$ cat config.mk
export PLATFORM = sky130hd
export DESIGN_NAME = scalar_mult_ctrl
export DESIGN_NICKNAME = d
export VERILOG_FILES = /design/src/rtl/scalar_mult_ctrl.sv
export SDC_FILE = /design/constraint.sdc
export NUM_CORES = 1
export LEC_CHECK = 0
export ABC_AREA = 1
export CAP_MARGIN = 20
export CELL_PAD_IN_SITES_DETAIL_PLACEMENT = 1
export CELL_PAD_IN_SITES_GLOBAL_PLACEMENT = 2
export CORE_MARGIN = 2
export CORE_UTILIZATION = 30
export CTS_BUF_LIST = sky130_fd_sc_hd__clkbuf_4
export CTS_CLUSTER_SIZE = 20
export DETAILED_ROUTE_END_ITERATION = 10
export PLACE_DENSITY_LB_ADDON = 0.1
export SETUP_SLACK_MARGIN = 0.05
export SYNTH_ARGS = -nofsm -noshare
export SYNTH_HDL_FRONTEND = slang
export SYNTH_SLANG_ARGS = --single-unit
$ cat constraint.sdc
create_clock -name clk -period 2.3 [get_ports clk]
set_input_delay 0.345 -clock clk [delete_from_list [all_inputs] [get_ports clk]]
set_output_delay 0.345 -clock clk [all_outputs]
set_load 0.01 [all_outputs]
$ cat src/rtl/scalar_mult_ctrl.sv
// Double-and-add command sequencer for Ed25519 scalar multiplication (MSB-first scan).
// Optional macro CONST_TIME_EN: insert DUMMY_ADD after every DBL on a clear bit.
module scalar_mult_ctrl #(
    parameter int N  = 255,
    parameter int IW = $clog2(N)
) (
    input  logic          clk,
    input  logic          rst_n,
    input  logic          start,
    input  logic [N-1:0]  n,
    input  logic [IW-1:0] msb_idx,
    output logic          op_valid,
    output logic [1:0]    op_code,
    input  logic          op_ready,
    input  logic          op_done,
    output logic [IW-1:0] bit_idx,
    output logic          busy,
    output logic          done,
    output logic          zero,
    output logic          err
);

    typedef enum logic [2:0] {
        S_IDLE,
        S_CHECK,
        S_ISSUE,
        S_WAIT,
        S_NEXT,
        S_FINISH
    } state_t;

    typedef enum logic [1:0] {
        OP_DBL   = 2'b00,
        OP_ADD   = 2'b01,
        OP_LOAD  = 2'b10,
        OP_DUMMY = 2'b11
    } op_t;

    localparam logic [IW-1:0] LAST_IDX = IW'(N - 1);

    state_t        state_q;
    op_t           op_q;
    logic [N-1:0]  n_q;
    logic [IW-1:0] bit_idx_q;
    logic [IW-1:0] bit_idx_d;
    logic          op_valid_q;
    logic          busy_q;
    logic          done_q;
    logic          zero_q;
    logic          err_q;
    logic          cur_bit;
    logic          msb_bad;

    // bit_idx_q doubles as the captured msb_idx until CHECK validates it.
    assign cur_bit   = n_q[bit_idx_q];
    assign msb_bad   = (bit_idx_q > LAST_IDX) || !cur_bit;
    assign bit_idx_d = bit_idx_q - IW'(1);

    // NOTE: all state below uses non-blocking assignments so every branch sees pre-edge values.
    always_ff @(posedge clk or negedge rst_n) begin
        if (!rst_n) begin
            state_q    <= S_IDLE;
            op_q       <= OP_DBL;
            // NOTE: the scalar register is cleared too, so no key material survives a reset.
            n_q        <= '0;
            bit_idx_q  <= '0;
            op_valid_q <= 1'b0;
            busy_q     <= 1'b0;
            done_q     <= 1'b0;
            zero_q     <= 1'b0;
            err_q      <= 1'b0;
        end else begin
            done_q <= 1'b0;
            err_q  <= 1'b0;
            case (state_q)
                S_IDLE: begin
                    if (start) begin
                        n_q       <= n;
                        bit_idx_q <= msb_idx;
                        busy_q    <= 1'b1;
                        zero_q    <= 1'b0;
                        state_q   <= S_CHECK;
                    end
                end
                S_CHECK: begin
                    if (n_q == '0) begin
                        zero_q  <= 1'b1;
                        done_q  <= 1'b1;
                        busy_q  <= 1'b0;
                        state_q <= S_FINISH;
                    end else if (msb_bad) begin
                        err_q   <= 1'b1;
                        busy_q  <= 1'b0;
                        state_q <= S_IDLE;
                    end else begin
                        op_q       <= OP_LOAD;
                        op_valid_q <= 1'b1;
                        state_q    <= S_ISSUE;
                    end
                end
                S_ISSUE: begin
                    if (op_ready) begin
                        op_valid_q <= 1'b0;
                        state_q    <= S_WAIT;
                    end
                end
                S_WAIT: begin
                    if (op_done) begin
                        state_q <= S_NEXT;
                    end
                end
                S_NEXT: begin
                    if (op_q == OP_DBL && cur_bit) begin
                        op_q       <= OP_ADD;
                        op_valid_q <= 1'b1;
                        state_q    <= S_ISSUE;
`ifdef CONST_TIME_EN
                    end else if (op_q == OP_DBL) begin
                        op_q       <= OP_DUMMY;
                        op_valid_q <= 1'b1;
                        state_q    <= S_ISSUE;
`endif
                    end else if (bit_idx_q == '0) begin
                        done_q  <= 1'b1;
                        busy_q  <= 1'b0;
                        state_q <= S_FINISH;
                    end else begin
                        bit_idx_q  <= bit_idx_d;
                        op_q       <= OP_DBL;
                        op_valid_q <= 1'b1;
                        state_q    <= S_ISSUE;
                    end
                end
                S_FINISH: begin
                    state_q <= S_IDLE;
                end
                default: begin
                    state_q <= S_IDLE;
                end
            endcase
        end
    end

    assign op_valid = op_valid_q;
    assign op_code  = op_q;
    assign bit_idx  = bit_idx_q;
    assign busy     = busy_q;
    assign done     = done_q;
    assign zero     = zero_q;
    assign err      = err_q;

endmodule

-- Word-level counts from Yosys, hierarchy flattened
Index checks and enable logic that the tools add are counted.
- logic and storage cells: 87
- input port bits: 268
- output and inout port bits: 15
- register bits: 273
- equal/unequal tests: 15
- reduce and logical (&&, ||, !) cells: 19
- add/subtract/negate cells: 1
- mux-type cells: 41
- magnitude comparators: 2
- operators with widths (operator ; number):
    255-bit zero test ; 1
    8-bit two-way mux ; 3
    1-bit two-way mux ; 19
    3-bit two-way mux ; 6
    2-bit != test, second input constant ; 9
    8-bit case mux with 2 select lines ; 1
    3-bit case mux with 5 select lines ; 1
    2-bit two-way mux ; 5
    5-bit AND reduction ; 2
    8-bit by 9-bit less-than comparator with 1-bit output, second input constant ; 1
    1-bit binary-select mux with 8-bit select ; 1
    8-bit greater-than comparator, second input constant ; 1
    8-bit zero test ; 1
    4-bit AND reduction ; 2
    8-bit by 1-bit subtractor with 8-bit output, second input constant ; 1
    3-bit by 2-bit == test with 1-bit output, second input constant ; 2
    3-bit != test, second input constant ; 2
    1-bit case mux with 3 select lines ; 2
    3-bit AND reduction ; 2
    2-bit nonzero test ; 3
    3-bit nonzero test ; 2
    1-bit case mux with 2 select lines ; 2
    2-bit case mux with 2 select lines ; 1
    3-bit by 1-bit == test with 1-bit output, second input constant ; 1
    7 further kinds ; 7

-- Logic depth before layout (Yosys ltp)
- depth after elaboration: 7
- gate-level depth with buffers: 21
- depth with buffers taken out: 20

-- Least setup slack after synthesis
OpenSTA, ideal clock, no wires.
- path kind: flip-flop to flip-flop
- from: register bit_idx_q[2], in the netlist bit_idx[2]
- to: register bit_idx_q[5], in the netlist bit_idx[5]
- slack: 0.286 ns
- cell stages (with the launch flop): 19
- library setup time: 0.123 ns
- data arrival time: 1.891 ns
- clock period less this slack: 2.014 ns
- buffers on the path: 2
- data required time: 2.177 ns
- cell sequence: dfrtp_1 -> buf_4 -> inv_1 -> nand2_1 -> a21oi_1 -> o21ai_0 -> nand3b_1 -> nand2_1 -> nand2_1 -> nand2_1 -> nand2_1 -> nand2_1 -> nand2_1 -> inv_2 -> nand4_4 -> nand2_4 -> buf_6 -> nand2_1 -> o21ai_1
- longest elaborated chain between the ends: 5
- elaborated cells between the ends (all ways): 11
- RTL lines (what ; RTL line ; RTL):
    start, declared ; 44 ; logic [IW-1:0] bit_idx_q;
    start signal, assigned ; 79 ; bit_idx_q <= msb_idx;
    start signal, assigned ; 128 ; bit_idx_q <= bit_idx_d;
    1-bit binary-select mux with 8-bit select ; 55 ; assign cur_bit = n_q[bit_idx_q];
    1-bit two-way mux (implied by the code) ; 55 ;
    1-bit logical AND ; 113 ; if (op_q == OP_DBL && cur_bit) begin
    2-bit != test (no source line) ; -- ;
    4-bit AND reduction (no source line) ; -- ;
Parallel ways exist; a longest one is shown, timed or not. The select of a mux whose other input is x is not followed.
A chain may end at the register's enable or synchronous reset.

-- Worst setup path after layout
- from: register bit_idx_q[0], in the netlist bit_idx[0]
- to: register bit_idx_q[1], in the netlist bit_idx[1]
The elaborated chain is that of the path after synthesis.

==> key figures <==
Critical path
  • Kind of end point of the critical path: flip-flop
  • Worst EP arrival: 3.15 ns
  • Crit-path max FO: 8
  • R2r endpoint: bit_idx[1]
  • R2r startpoint: bit_idx[0]
  • Worst Path Class, Setup: flip-flop to flip-flop
  • Req. time, crit path: 2.99 ns
  • R2R Setup Slk: -0.16 ns
  • Worst reg2reg path depth: 15
  • Crit start category: flip-flop

Detailed routing
  • Via density: 4.83
  • Detailed Route Iter0 Violations: 740
  • Post-detailed-routing wire length: 54,800 µm
  • TritonRoute pass-1 iters: 5
  • Antenna Violating Nets Remaining: 0
  • Avg WL per Cell: 18.9 µm
  • Vias: 14,011
  • Detailed-route DRC error count: 0

Clock network
  • Reg clk slew, reported paths: 0.07 ns
  • Clk buf depth: 3
  • CTS tree: built
  • Number of H-tree levels: 3
  • Clk root buf: clkbuf_4
  • CTS Buf Count: 82
  • # clock sinks: 273
  • Skew-Pair Late Insertion Delay: 0.78 ns

Floorplan
  • Row count: 78
  • Die area: 47,700 µm²
  • Die X: 218 µm
  • Core Box Area: 45,400 µm²
  • I/O pin cnt: 283
  • Die height: 218 µm
  • Initial core utilization: 30.4%

STA
  • Worst-margin pin slew: 0.557 ns
  • RSZ-0062 raised after global routing: true
  • Slew headroom: 62.7%
  • Setup Skew: 0.0537 ns
  • Final Hold Fails: 0
  • Final setup violation count: 15
  • Min Tclk post-route: 2.46 ns
  • Fin crit share: 107%
  • Setup WS post-layout: -0.164 ns
  • Final Max Tran Viols: 0
  • Fmax: 406 MHz

Final layout
  • Filler instances: 5,529
  • Area of the multi-input gates: 6180 µm²
  • Design area: 19,800 µm²
  • Utilization after layout: 43.6%
  • Fraction of layout cells with a size suffix above 1: 14.6%
  • Synthesis-to-layout area growth: 43.4%
  • Storage element area: 6840 µm²
  • Layout Nets: 2,520

Global route
  • Maximum number of pins on one net before global-route repair: 64
  • Vias in the first global route: 15,195
  • Antenna violations before repair: 1
  • Global-route wire length before repair: 85,300 µm
  • Congestion Overflow GR: 0
  • GRT Total Usage: 23.1%

Worst hold path
  • HP Class: input port to flip-flop
  • Hold EP: n_q[149]
  • Worst hold start: n[149]
  • Worst Hold Depth: 3

Logic synthesis
  • YS warnings: 0
  • Syn Nets: 2,141
  • Synth Instances: 1,872
  • Netlist Area Pre-Place: 13,800 µm²
  • Yosys cell types: 32
  • Sequential fraction of the synthesis area: 49.6%
  • Flop and latch count out of synthesis: 273
  • Syn Area/Cell: 7.36 µm²

Power and ir drop
  • Leakage: 9.38 nW
  • PwrDens: 1550 nW/µm²
  • Max rail drop VDD: 0.633 mV

Status
  • Outcome: complete, but fails checks
  • Failing checks: negative setup slack

Placement
  • Buffers added on ports: 282
  • DP Wirelength: 38,300 µm
  • Dpl cell area: 17,800 µm²
  • GP Congestion: 0.850

Run
  • Max-Cap Viols: 0
-- synth_stat cells --
library cell	instances	area share, %
nand2_1	811	22
dfrtp_1	273	50
o21ai_0	167	6.1
inv_1	158	4.3
nand3_1	142	5.2
clkbuf_1	53	1.4
nor4_1	48	2.2
a21oi_1	43	1.6
nor2_1	33	0.90
nand4_1	29	1.3
o21ai_1	25	0.91
buf_4	17	0.93
buf_2	16	0.58
buf_1	13	0.35
o211ai_1	10	0.54
buf_6	9	0.74
nor3_1	8	0.29
inv_2	2	0.054
o31ai_1	2	0.11
a22oi_1	1	0.054
ha_1	1	0.091
inv_4	1	0.045
mux2i_1	1	0.073
nand2_4	1	0.082
nand3_2	1	0.073
nand3b_1	1	0.054
nand4_4	1	0.15
nor2_2	1	0.045
nor2_4	1	0.082
o21a_1	1	0.054
or2_2	1	0.045
xor2_1	1	0.064
-- cell families after synthesis --
family | count (synthesis) | synth area share, %
XOR/XNOR | 1 | 0.0636
multiplexers | 1 | 0.0726
AO/OA/AOI/OAI | 249 | 9.30
AND/OR/NAND/NOR | 1078 | 32.5
buffers and inverters | 269 | 8.44
adder cells (fa/ha/maj) | 1 | 0.0908
flip-flops | 273 | 49.6
-- metrics by stage --
stage	hold WS [ns]	setup slack, ns	setup TNS, ns	instances	power (mW)
3_5_place_dp	0.343	-0.201	-1.73	2729	24.2
3_3_place_gp	0.352	-0.139	-0.378	2729	23.8
2_1_floorplan	0.0494	0.286	0	1872	17.9
5_1_grt	0.0669	-0.290	-3.98	2903	33.6
4_1_cts	0.0280	-0.0911	-0.973	2897	30.6
6_report	0.103	-0.164	-1.71	2903	30.7
-- placed cells by master (no fill, tap or decap), types with 3 or more instances in the layout --
| cell | synthesis | final |
|---|---|---|
| nor2_2 | 1 | 5 |
| nor3_1 | 8 | 8 |
| a21oi_2 | 0 | 10 |
| clkdlybuf4s50_1 | 0 | 274 |
| nor2_1 | 33 | 24 |
| nor4_1 | 48 | 45 |
| dlygate4sd2_1 | 0 | 4 |
| buf_12 | 0 | 31 |
| nor4_2 | 0 | 3 |
| nand2_1 | 811 | 787 |
| nor2_4 | 1 | 6 |
| nand4_1 | 29 | 29 |
| buf_6 | 9 | 14 |
| clkinv_1 | 0 | 18 |
| a21oi_1 | 43 | 33 |
| clkbuf_4 | 0 | 115 |
| o21ai_1 | 25 | 30 |
| buf_4 | 17 | 59 |
| o211ai_1 | 10 | 10 |
| buf_8 | 0 | 4 |
| o21ai_0 | 167 | 145 |
| clkbuf_16 | 0 | 3 |
| dfrtp_2 | 0 | 5 |
| inv_4 | 1 | 3 |
| nand3_2 | 1 | 14 |
| nand2_4 | 1 | 6 |
| dfrtp_1 | 273 | 267 |
| buf_16 | 0 | 10 |
| nand3_1 | 142 | 127 |
| inv_1 | 158 | 156 |
| o21ai_2 | 0 | 15 |
| nand2_2 | 0 | 18 |
-- worst max-delay path by stage --
stage                            end  slack, ns  startpoint
after floorplan           bit_idx[5]       0.29  bit_idx[2]
after CTS                 op_code[1]      -0.09  bit_idx[0]
after global routing      bit_idx[0]      -0.29  bit_idx[0]
after global placement    bit_idx[1]      -0.14  bit_idx[0]
final                     bit_idx[1]      -0.16  bit_idx[0]
after detailed placement  op_code[1]      -0.20  bit_idx[0]
-- flip-flops by register name, indices dropped and copies added, names as in the netlist --
name	cells
zero	1
op_code	2
err	1
state_q	3
bit_idx	8
n_q	255
done	1
op_valid	1
busy	1
-- worst max-delay path, cell delays in order, from the launching register on --
cell and delay [ns]:
dfrtp_4 0.57, buf_12 0.18, buf_12 0.15, buf_8 0.13, nor2_4 0.09, a21oi_2 0.04
o211ai_1 0.18, nand3_1 0.11, nand3_2 0.09, nand3_2 0.09, nand3_4 0.12, nand4_4 0.15
buf_12 0.19, nand2_8 0.12, nand2_4 0.07, o21ai_4 0.07
-- per-layer routing --
layer  GRT usage (%)  share of wire (%)  vias up
met5               0                  0        -
met4            6.94                2.3        0
met3            4.20                4.4       90
met2            39.2                 49      333
met1            30.0                 45     6803
li1                -                  -     6785
-- cell type report --
| cell class | instances | share of cell area [%] |
|---|---|---|
| inverter | 161 | 3.16 |
| sequential | 273 | 34.6 |
| timing repair buffer | 402 | 22.4 |
| clock buffer | 115 | 4.37 |
| antenna | 1 | 0.0127 |
| multi-input combinational | 1331 | 31.3 |
| tap | 600 | 3.80 |
| clock inverter | 20 | 0.386 |
-- power breakdown --
group	total [mW]	internal, mW	leakage [nW]	switching [mW]
logic	17.2	6.68	5.46	10.5
clock network	4.44	2.27	0.565	2.17
registers	9.12	7.32	3.35	1.80
-- what timing repair did --
action / CTS / global route
setup buffers: 21 / 5
cloned: 11 / 3
pin swaps: 15 / 28
setup endpoints to repair: 23 / 21
resized for setup: 131 / 43
hold endpoints to repair: 246 / 0
hold buffers: 1 / 0
Power figures use the tool's default switching activity.
